File: src/rtl/lighthouse_gen_pkg.sv
// Shared definitions for the synthetic lighthouse base-station emitter.
//   - gen_state_e : emitter FSM state encoding
//   - DEF_*       : default timing constants (50 MHz tick base)
//   - sync_len()  : sync pulse width for a given skip/data/axis code
package lighthouse_gen_pkg;

  typedef enum logic [1:0] {
    ST_IDLE  = 2'd0,
    ST_SYNC  = 2'd1,
    ST_SWEEP = 2'd2
  } gen_state_e;

  localparam int DEF_NUM_SENSORS       = 16;
  localparam int DEF_CYCLE_TICKS       = 416666;
  localparam int DEF_SYNC_BASE_TICKS   = 3125;
  localparam int DEF_SYNC_STEP_TICKS   = 521;
  localparam int DEF_SWEEP_WIDTH_TICKS = 100;
  localparam int DEF_SYNC_GUARD_TICKS  = 8000;
  localparam int DEF_CNT_W             = 19;

  // Sync width encodes code = skip*4 + data*2 + axis.
  function automatic int unsigned sync_len(
    input logic        skip,
    input logic        data,
    input logic        axis,
    input int unsigned base = DEF_SYNC_BASE_TICKS,
    input int unsigned step = DEF_SYNC_STEP_TICKS
  );
    logic [2:0] code;
    code = {skip, data, axis};
    return base + step * 32'(code);
  endfunction

endpackage

File: src/rtl/lighthouse_sweep_cmp.sv
// Per-sensor sweep pulse generator.
//   clk, reset_n  : clock, asynchronous active-low reset
//   wr_en         : load wr_offset into the shadow offset
//   wr_offset     : new sweep offset (ticks from sync start)
//   cycle_start   : copy shadow -> active offset (cycle boundary)
//   sync_next     : next state is SYNC (output forced high)
//   sweep_next    : next state is SWEEP (window compare enabled)
//   tick_next     : tick counter value after the coming edge
//   sensor_signal : registered envelope output, high = light
module lighthouse_sweep_cmp #(
  parameter int CNT_W             = 19,
  parameter int SWEEP_WIDTH_TICKS = 100,
  parameter int SYNC_GUARD_TICKS  = 8000
) (
  input  logic             clk,
  input  logic             reset_n,
  input  logic             wr_en,
  input  logic [CNT_W-1:0] wr_offset,
  input  logic             cycle_start,
  input  logic             sync_next,
  input  logic             sweep_next,
  input  logic [CNT_W-1:0] tick_next,
  output logic             sensor_signal
);

  localparam logic [CNT_W:0] GUARD_X = (CNT_W+1)'(SYNC_GUARD_TICKS);
  localparam logic [CNT_W:0] WIDTH_X = (CNT_W+1)'(SWEEP_WIDTH_TICKS);

  logic [CNT_W-1:0] shadow_q;
  logic [CNT_W-1:0] active_q;
  logic [CNT_W:0]   tick_x;
  logic [CNT_W:0]   off_x;
  logic [CNT_W:0]   end_x;
  logic             hit;

  // One extra bit so offset + width cannot wrap near the top of the range.
  always_comb begin
    tick_x = {1'b0, tick_next};
    off_x  = {1'b0, active_q};
    end_x  = off_x + WIDTH_X;
    hit    = sweep_next && (off_x >= GUARD_X) &&
             (tick_x >= off_x) && (tick_x < end_x);
  end

  always_ff @(posedge clk or negedge reset_n) begin
    if (!reset_n) begin
      shadow_q      <= '0;
      active_q      <= '0;
      sensor_signal <= 1'b0;
    end else begin
      if (wr_en) shadow_q <= wr_offset;
      // A write on the cycle-start edge lands in shadow only; active picks
      // up the previous shadow value and the new one waits a full cycle.
      if (cycle_start) active_q <= shadow_q;
      sensor_signal <= sync_next | hit;
    end
  end

endmodule

File: src/rtl/lighthouse_sweep_gen.sv
// Synthetic lighthouse emitter: sync flash on all sensors (width encodes
// skip/data/axis) followed by a per-sensor sweep pulse at a programmed tick.
//   clk, reset_n     : clock, asynchronous active-low reset
//   enable_i         : run request, checked only at cycle boundaries
//   skip_i           : skip bit, sampled at cycle start
//   data_word_i      : OOTX word, latched at bit 0, sent LSB first
//   cfg_wr_i         : shadow offset write strobe
//   cfg_sensor_i     : sensor index for the write (out of range ignored)
//   cfg_offset_i     : sweep offset in ticks from sync start
//   sensor_signal_o  : registered envelope outputs
//   sync_active_o    : high during the sync pulse
//   axis_o           : axis of the current cycle
//   cycle_strobe_o   : one-clock pulse at tick 0 of each cycle
//   state_dbg_o      : current FSM state
// Handshake: none; cfg_wr_i is a single-cycle strobe, always accepted.
// All outputs are registered from the next-state/next-tick values, so each
// output matches the state and tick held after the same clock edge.
module lighthouse_sweep_gen
  import lighthouse_gen_pkg::*;
#(
  parameter int NUM_SENSORS       = DEF_NUM_SENSORS,
  parameter int CYCLE_TICKS       = DEF_CYCLE_TICKS,
  parameter int SYNC_BASE_TICKS   = DEF_SYNC_BASE_TICKS,
  parameter int SYNC_STEP_TICKS   = DEF_SYNC_STEP_TICKS,
  parameter int SWEEP_WIDTH_TICKS = DEF_SWEEP_WIDTH_TICKS,
  parameter int SYNC_GUARD_TICKS  = DEF_SYNC_GUARD_TICKS,
  parameter int CNT_W             = DEF_CNT_W
) (
  input  logic                   clk,
  input  logic                   reset_n,
  input  logic                   enable_i,
  input  logic                   skip_i,
  input  logic [31:0]            data_word_i,
  input  logic                   cfg_wr_i,
  input  logic [3:0]             cfg_sensor_i,
  input  logic [CNT_W-1:0]       cfg_offset_i,
  output logic [NUM_SENSORS-1:0] sensor_signal_o,
  output logic                   sync_active_o,
  output logic                   axis_o,
  output logic                   cycle_strobe_o,
  output logic [1:0]             state_dbg_o
);

  localparam logic [CNT_W-1:0] LAST_TICK = CNT_W'(CYCLE_TICKS - 1);

  gen_state_e       state_q, state_d;
  logic [CNT_W-1:0] tick_q, tick_d;
  logic             cycle_start;
  logic [4:0]       bit_idx_q;
  logic [31:0]      word_q;
  logic [31:0]      next_word;
  logic             data_bit;
  logic             axis_pend_q;
  logic [CNT_W-1:0] sync_len_q;
  logic [CNT_W-1:0] sync_len_d;

  assign state_dbg_o = state_q;

  always_comb begin
    state_d     = state_q;
    tick_d      = tick_q;
    cycle_start = 1'b0;
    case (state_q)
      ST_IDLE: begin
        tick_d = '0;
        if (enable_i) begin
          state_d     = ST_SYNC;
          cycle_start = 1'b1;
        end
      end
      ST_SYNC: begin
        tick_d = tick_q + CNT_W'(1);
        if (tick_q == sync_len_q - CNT_W'(1)) state_d = ST_SWEEP;
      end
      ST_SWEEP: begin
        if (tick_q == LAST_TICK) begin
          tick_d = '0;
          if (enable_i) begin
            state_d     = ST_SYNC;
            cycle_start = 1'b1;
          end else begin
            state_d = ST_IDLE;
          end
        end else begin
          tick_d = tick_q + CNT_W'(1);
        end
      end
      default: begin
        state_d = ST_IDLE;
        tick_d  = '0;
      end
    endcase
  end

  // The data word is captured only when a new 32-bit frame begins.
  always_comb begin
    next_word  = (bit_idx_q == 5'd0) ? data_word_i : word_q;
    data_bit   = next_word[bit_idx_q];
    sync_len_d = CNT_W'(sync_len(skip_i, data_bit, axis_pend_q,
                                 SYNC_BASE_TICKS, SYNC_STEP_TICKS));
  end

  always_ff @(posedge clk or negedge reset_n) begin
    if (!reset_n) begin
      state_q        <= ST_IDLE;
      tick_q         <= '0;
      bit_idx_q      <= '0;
      word_q         <= '0;
      axis_pend_q    <= 1'b0;
      sync_len_q     <= '0;
      sync_active_o  <= 1'b0;
      axis_o         <= 1'b0;
      cycle_strobe_o <= 1'b0;
    end else begin
      state_q        <= state_d;
      tick_q         <= tick_d;
      sync_active_o  <= (state_d == ST_SYNC);
      cycle_strobe_o <= cycle_start;
      if (cycle_start) begin
        word_q      <= next_word;
        bit_idx_q   <= bit_idx_q + 5'd1;
        sync_len_q  <= sync_len_d;
        axis_o      <= axis_pend_q;
        axis_pend_q <= ~axis_pend_q;
      end
    end
  end

  for (genvar g = 0; g < NUM_SENSORS; g++) begin : g_sensor
    lighthouse_sweep_cmp #(
      .CNT_W             (CNT_W),
      .SWEEP_WIDTH_TICKS (SWEEP_WIDTH_TICKS),
      .SYNC_GUARD_TICKS  (SYNC_GUARD_TICKS)
    ) u_cmp (
      .clk           (clk),
      .reset_n       (reset_n),
      .wr_en         (cfg_wr_i && (32'(cfg_sensor_i) == g)),
      .wr_offset     (cfg_offset_i),
      .cycle_start   (cycle_start),
      .sync_next     (state_d == ST_SYNC),
      .sweep_next    (state_d == ST_SWEEP),
      .tick_next     (tick_d),
      .sensor_signal (sensor_signal_o[g])
    );
  end

endmodule

File: config.mk
export PLATFORM = sky130hd
export DESIGN_NAME = lighthouse_sweep_gen
export DESIGN_NICKNAME = d
export VERILOG_FILES = /design/src/rtl/lighthouse_gen_pkg.sv /design/src/rtl/lighthouse_sweep_cmp.sv /design/src/rtl/lighthouse_sweep_gen.sv
export SDC_FILE = /design/constraint.sdc
export NUM_CORES = 2
export LEC_CHECK = 0
export BUFFER_PORTS_ARGS = -buffer_cell sky130_fd_sc_hd__buf_2
export CORE_MARGIN = 4
export CORE_UTILIZATION = 60
export CTS_CLUSTER_SIZE = 8
export DETAILED_ROUTE_END_ITERATION = 6
export PLACE_DENSITY_LB_ADDON = 0.12
export SLEW_MARGIN = 0
export SYNTH_ARGS = -nofsm -noshare
export SYNTH_HDL_FRONTEND = slang
export SYNTH_SLANG_ARGS = --single-unit
File: constraint.sdc
create_clock -name clk -period 6.23 [get_ports clk]
set_input_delay 0.3115 -clock clk [delete_from_list [all_inputs] [get_ports clk]]
set_output_delay 0.3115 -clock clk [all_outputs]
set_load 0.005 [all_outputs]
==> impl_metrics.py <==
metrics = {
    "cts": {
        "numCtsBuffers": 97,
        "clockBufferDepth": 3,
        "cts_setup_buffers": 0,
        "clockRootBuffer": "clkbuf_16",
        "hold_buffers": 34,
        "htreeDepth": 3,
        "cts.sinks": 697,
        "path_clk_slew_ps": 60,
        "insertion_delay_ps": 660,
        "cts_tree": "built",
        "cts_resized": 0,
    },
    "timing": {
        "fin_crit_sh_pct": 79.79,
        "max_slew_margin_pct": 20.38,
        "tightest_slew_ps": 1191,
        "setup-violations-final": 0,
        "rsz0062_at_grt": "no",
        "fin_tns_setup_ps": 0,
        "min_period_ps": 4971,
        "slew_viol_final": 0,
        "skew_ps": 24.41,
        "final-hold-violation-count": 0,
        "max_freq_mhz": 201.2,
        "setup_slack_ps": 1259,
    },
    "setup_path": {
        "crit_path_cell_trace": "and3_1 > and4_1 > a21boi_0 > o21ai_4 > buf_4 > nor2_4 > buf_4 > ha_1 > a211oi_1 > o21ai_0 > a2111oi_0 > o21ai_0 > a31oi_1 > nor2_1 > o31ai_1",
        "end_kind": "register",
        "startpoint_type": "register",
        "cp_max_fo": 20,
        "critPathRequiredTime_ps": 6750,
        "cpPeakStageDelay_ps": 620,
        "cp.arrival_ps": 5490,
        "worstSetupPathType": "register to register",
        "critPathSlowestCell": "nor2_4",
    },
    "synth": {
        "yosysWarningCount": 0,
        "synth_top_family_by_area": "adder cells",
        "synthFlopType": "dfrtp_1",
        "synth_edf_count": 0,
        "yosys.area_share.simple_pct": 11.98,
        "synth_compound_area_share_pct": 13.10,
        "synth_mux_area_share_pct": 9.186,
        "synth_seq_area_share_pct": 38.78,
        "synth_cell_types": 75,
        "synth_top_area_share_pct": 38.78,
        "synthesis.area_um2": 44980,
        "yosys.area_share.adder_pct": 17.39,
        "ys_ff_latch": 697,
        "synth_xor_area_share_pct": 5.161,
        "synth.area.top_cells": "dfrtp_1 (39%), ha_1 (17%), mux2_2 (8.5%), o21ai_0 (4.8%), xnor2_1 (4.7%)",
        "synth_async_sr_flop_share_pct": 100.0,
        "synth_fp_nets": 5259,
        "synth.avg_cell_area_um2": 9.833,
        "syn_inst": 4574,
        "yosysTopAreaCell": "dfrtp_1",
    },
    "pwr": {
        "powerDensity_nw_per_um2": 429.9,
        "leakage_nw": 22.79,
        "vdd_drop_max_mv": 0.2624,
    },
    "floorplanning": {
        "core_um2": 74320,
        "rows": 100,
        "ios": 81,
        "chipWidth_um": 281.8,
        "dieArea_um2": 79400,
        "initial_core_util_pct": 60.52,
        "die_h_um": 281.8,
    },
    "global_route": {
        "grt_max_degree": 161,
        "grt_overflow": 0,
        "antenna_found_initial": 7,
        "grtUsageTotal_pct": 30.90,
        "grt_pass1_vias": 33730,
        "grt_pass1_wl_um": 191800,
    },
    "route": {
        "wirelength_um": 122200,
        "postRouteAntennaNets": 0,
        "via_per_inst": 6.092,
        "dr_wl_met3_um": 6361,
        "met2_length_um": 55780,
        "via_count": 34450,
        "drc": 0,
        "wl_per_cell_um": 21.61,
        "drt_iter0_drc": 2579,
        "routedLengthMet1_um": 54970,
        "dr.max_layer_used": "met5",
        "dr.pass1.iters": 6,
    },
    "final_layout": {
        "area_delta_synth_final_pct": 9.845,
        "final_common_cell": "dfrtp_1",
        "layout.nets": 5357,
        "fill_cells": 5974,
        "layout_common_cells": "dfrtp_1 (697), ha_1 (625), nand2_1 (537), o21ai_0 (433), inv_1 (347)",
        "layout-drive-gt1-share_pct": 13.49,
    },
    "worst_hold_path": {
        "hp-class": "primary input to async pin",
    },
    "place": {
        "dp_hpwl_um": 78910,
        "gp_congestion": 0.8996,
        "pre_cts_ws_ps": 1419,
        "portBuffers": 80,
    },
    "status": {
        "outcome": "finished clean",
    },
    "run": {
        "maxCapViolCount": 0,
    },
}
## routing by layer
metal | global-route usage, % | up-vias
met2 | 50.04 | 862
li1 | - | 16380
met5 | 0 | -
met3 | 4.413 | 259
met4 | 11.31 | 12
met1 | 42.67 | 16930
## flip-flops by register name, summed over array words and instances, names as in the netlist
signal / flops
bit_idx_q: 5
cycle_strobe_o: 1
g_sensor.u_cmp.active_q: 304
g_sensor.u_cmp.sensor_signal: 16
g_sensor.u_cmp.shadow_q: 304
state_dbg_o: 2
sync_active_o: 1
sync_len_q: 13
tick_q: 19
word_q: 32
## stage by stage
step	instances	area (um2)	util (%)	hold WS (ps)	power (mW)
after detailed placement	5508	46480	62.55	282.7	16.38
after floorplan	4574	44980	-	15.91	13.99
after global placement	5508	46480	62.55	284.5	16.15
after CTS	5653	49400	66.47	181.9	21.25
after global routing	5653	49400	66.47	236.5	22.95
final	5655	49400	66.47	206.0	21.24
## cell type report
type / instances / area, um2 / share of cell area, %
Antenna cell: 2 / 5.005 / 0.01013
Clock buffer: 106 / 2504 / 5.068
Clock inverter: 5 / 70.07 / 0.1418
Inverter: 349 / 1318 / 2.667
Multi-Input combinational cell: 3371 / 25720 / 52.07
Sequential cell: 697 / 17440 / 35.30
Tap cell: 969 / 1212 / 2.454
Timing Repair Buffer: 156 / 1129 / 2.284
## power breakdown
part	leakage [nW]	total [mW]	switching (mW)	internal (mW)
Combinational	12.8	8.90	5.12	3.77
Sequential	8.70	7.62	1.40	6.22
Clock	1.26	4.72	1.93	2.79
Total	22.8	21.2	8.45	12.8
## Yosys cell counts, types with 7 or more instances
cell,number
a2111oi_0,32
a211o_1,14
a211oi_1,32
a21o_1,46
a21oi_1,194
a31o_2,14
a31oi_1,22
a41oi_1,10
and2_1,14
and3_1,28
and4_1,17
buf_1,10
buf_4,16
clkbuf_1,123
dfrtp_1,697
ha_1,625
inv_1,347
mux2_2,340
mux2i_1,10
mux4_2,9
nand2_1,538
nand2b_1,47
nand3_1,120
nand3b_1,7
nand4_1,54
nor2_1,138
nor2b_1,39
nor3_1,71
nor3b_1,10
nor4_1,38
o2111ai_1,22
o211ai_1,24
o21a_1,40
o21ai_0,433
o21ai_1,7
o31ai_1,11
or3_1,18
xnor2_1,242
xor2_1,23
## kinds of logic after synthesis
family	Yosys count
XOR/XNOR	265
adder cells (fa/ha/maj)	625
buffers and inverters	506
AO/OA/AOI/OAI	968
flip-flops	697
AND/OR/NAND/NOR	1154
multiplexers	359
## final timing paths
path	start	slack, ps	to	cells after the start
worst min-delay path	reset_n	210	g_sensor[2].u_cmp.active_q[14]$_DFFE_PN0P_	2
worst max register to register	tick_q[8]$_DFF_PN0_	1260	g_sensor[4].u_cmp.sensor_signal$_DFF_PN0_	15
worst min register to register	g_sensor[4].u_cmp.shadow_q[9]$_DFFE_PN0P_	460	g_sensor[4].u_cmp.active_q[9]$_DFFE_PN0P_	2
worst max-delay path	tick_q[8]$_DFF_PN0_	1260	g_sensor[4].u_cmp.sensor_signal$_DFF_PN0_	15
max in group asynchronous	reset_n	4360	g_sensor[14].u_cmp.shadow_q[10]$_DFFE_PN0P_	4
min in group clk	enable_i	220	state_dbg_o[0]$_DFF_PN0_	5
## worst max-delay path: cells and delay by family (launching register included)
family / cells / cell delay [ps]
compound gates: 8 / 2010
buf+inv: 2 / 840
flops: 1 / 450
fa+ha+maj: 1 / 340
simple gates: 4 / 1210
No activity file was read; power rests on OpenSTA's default activity.
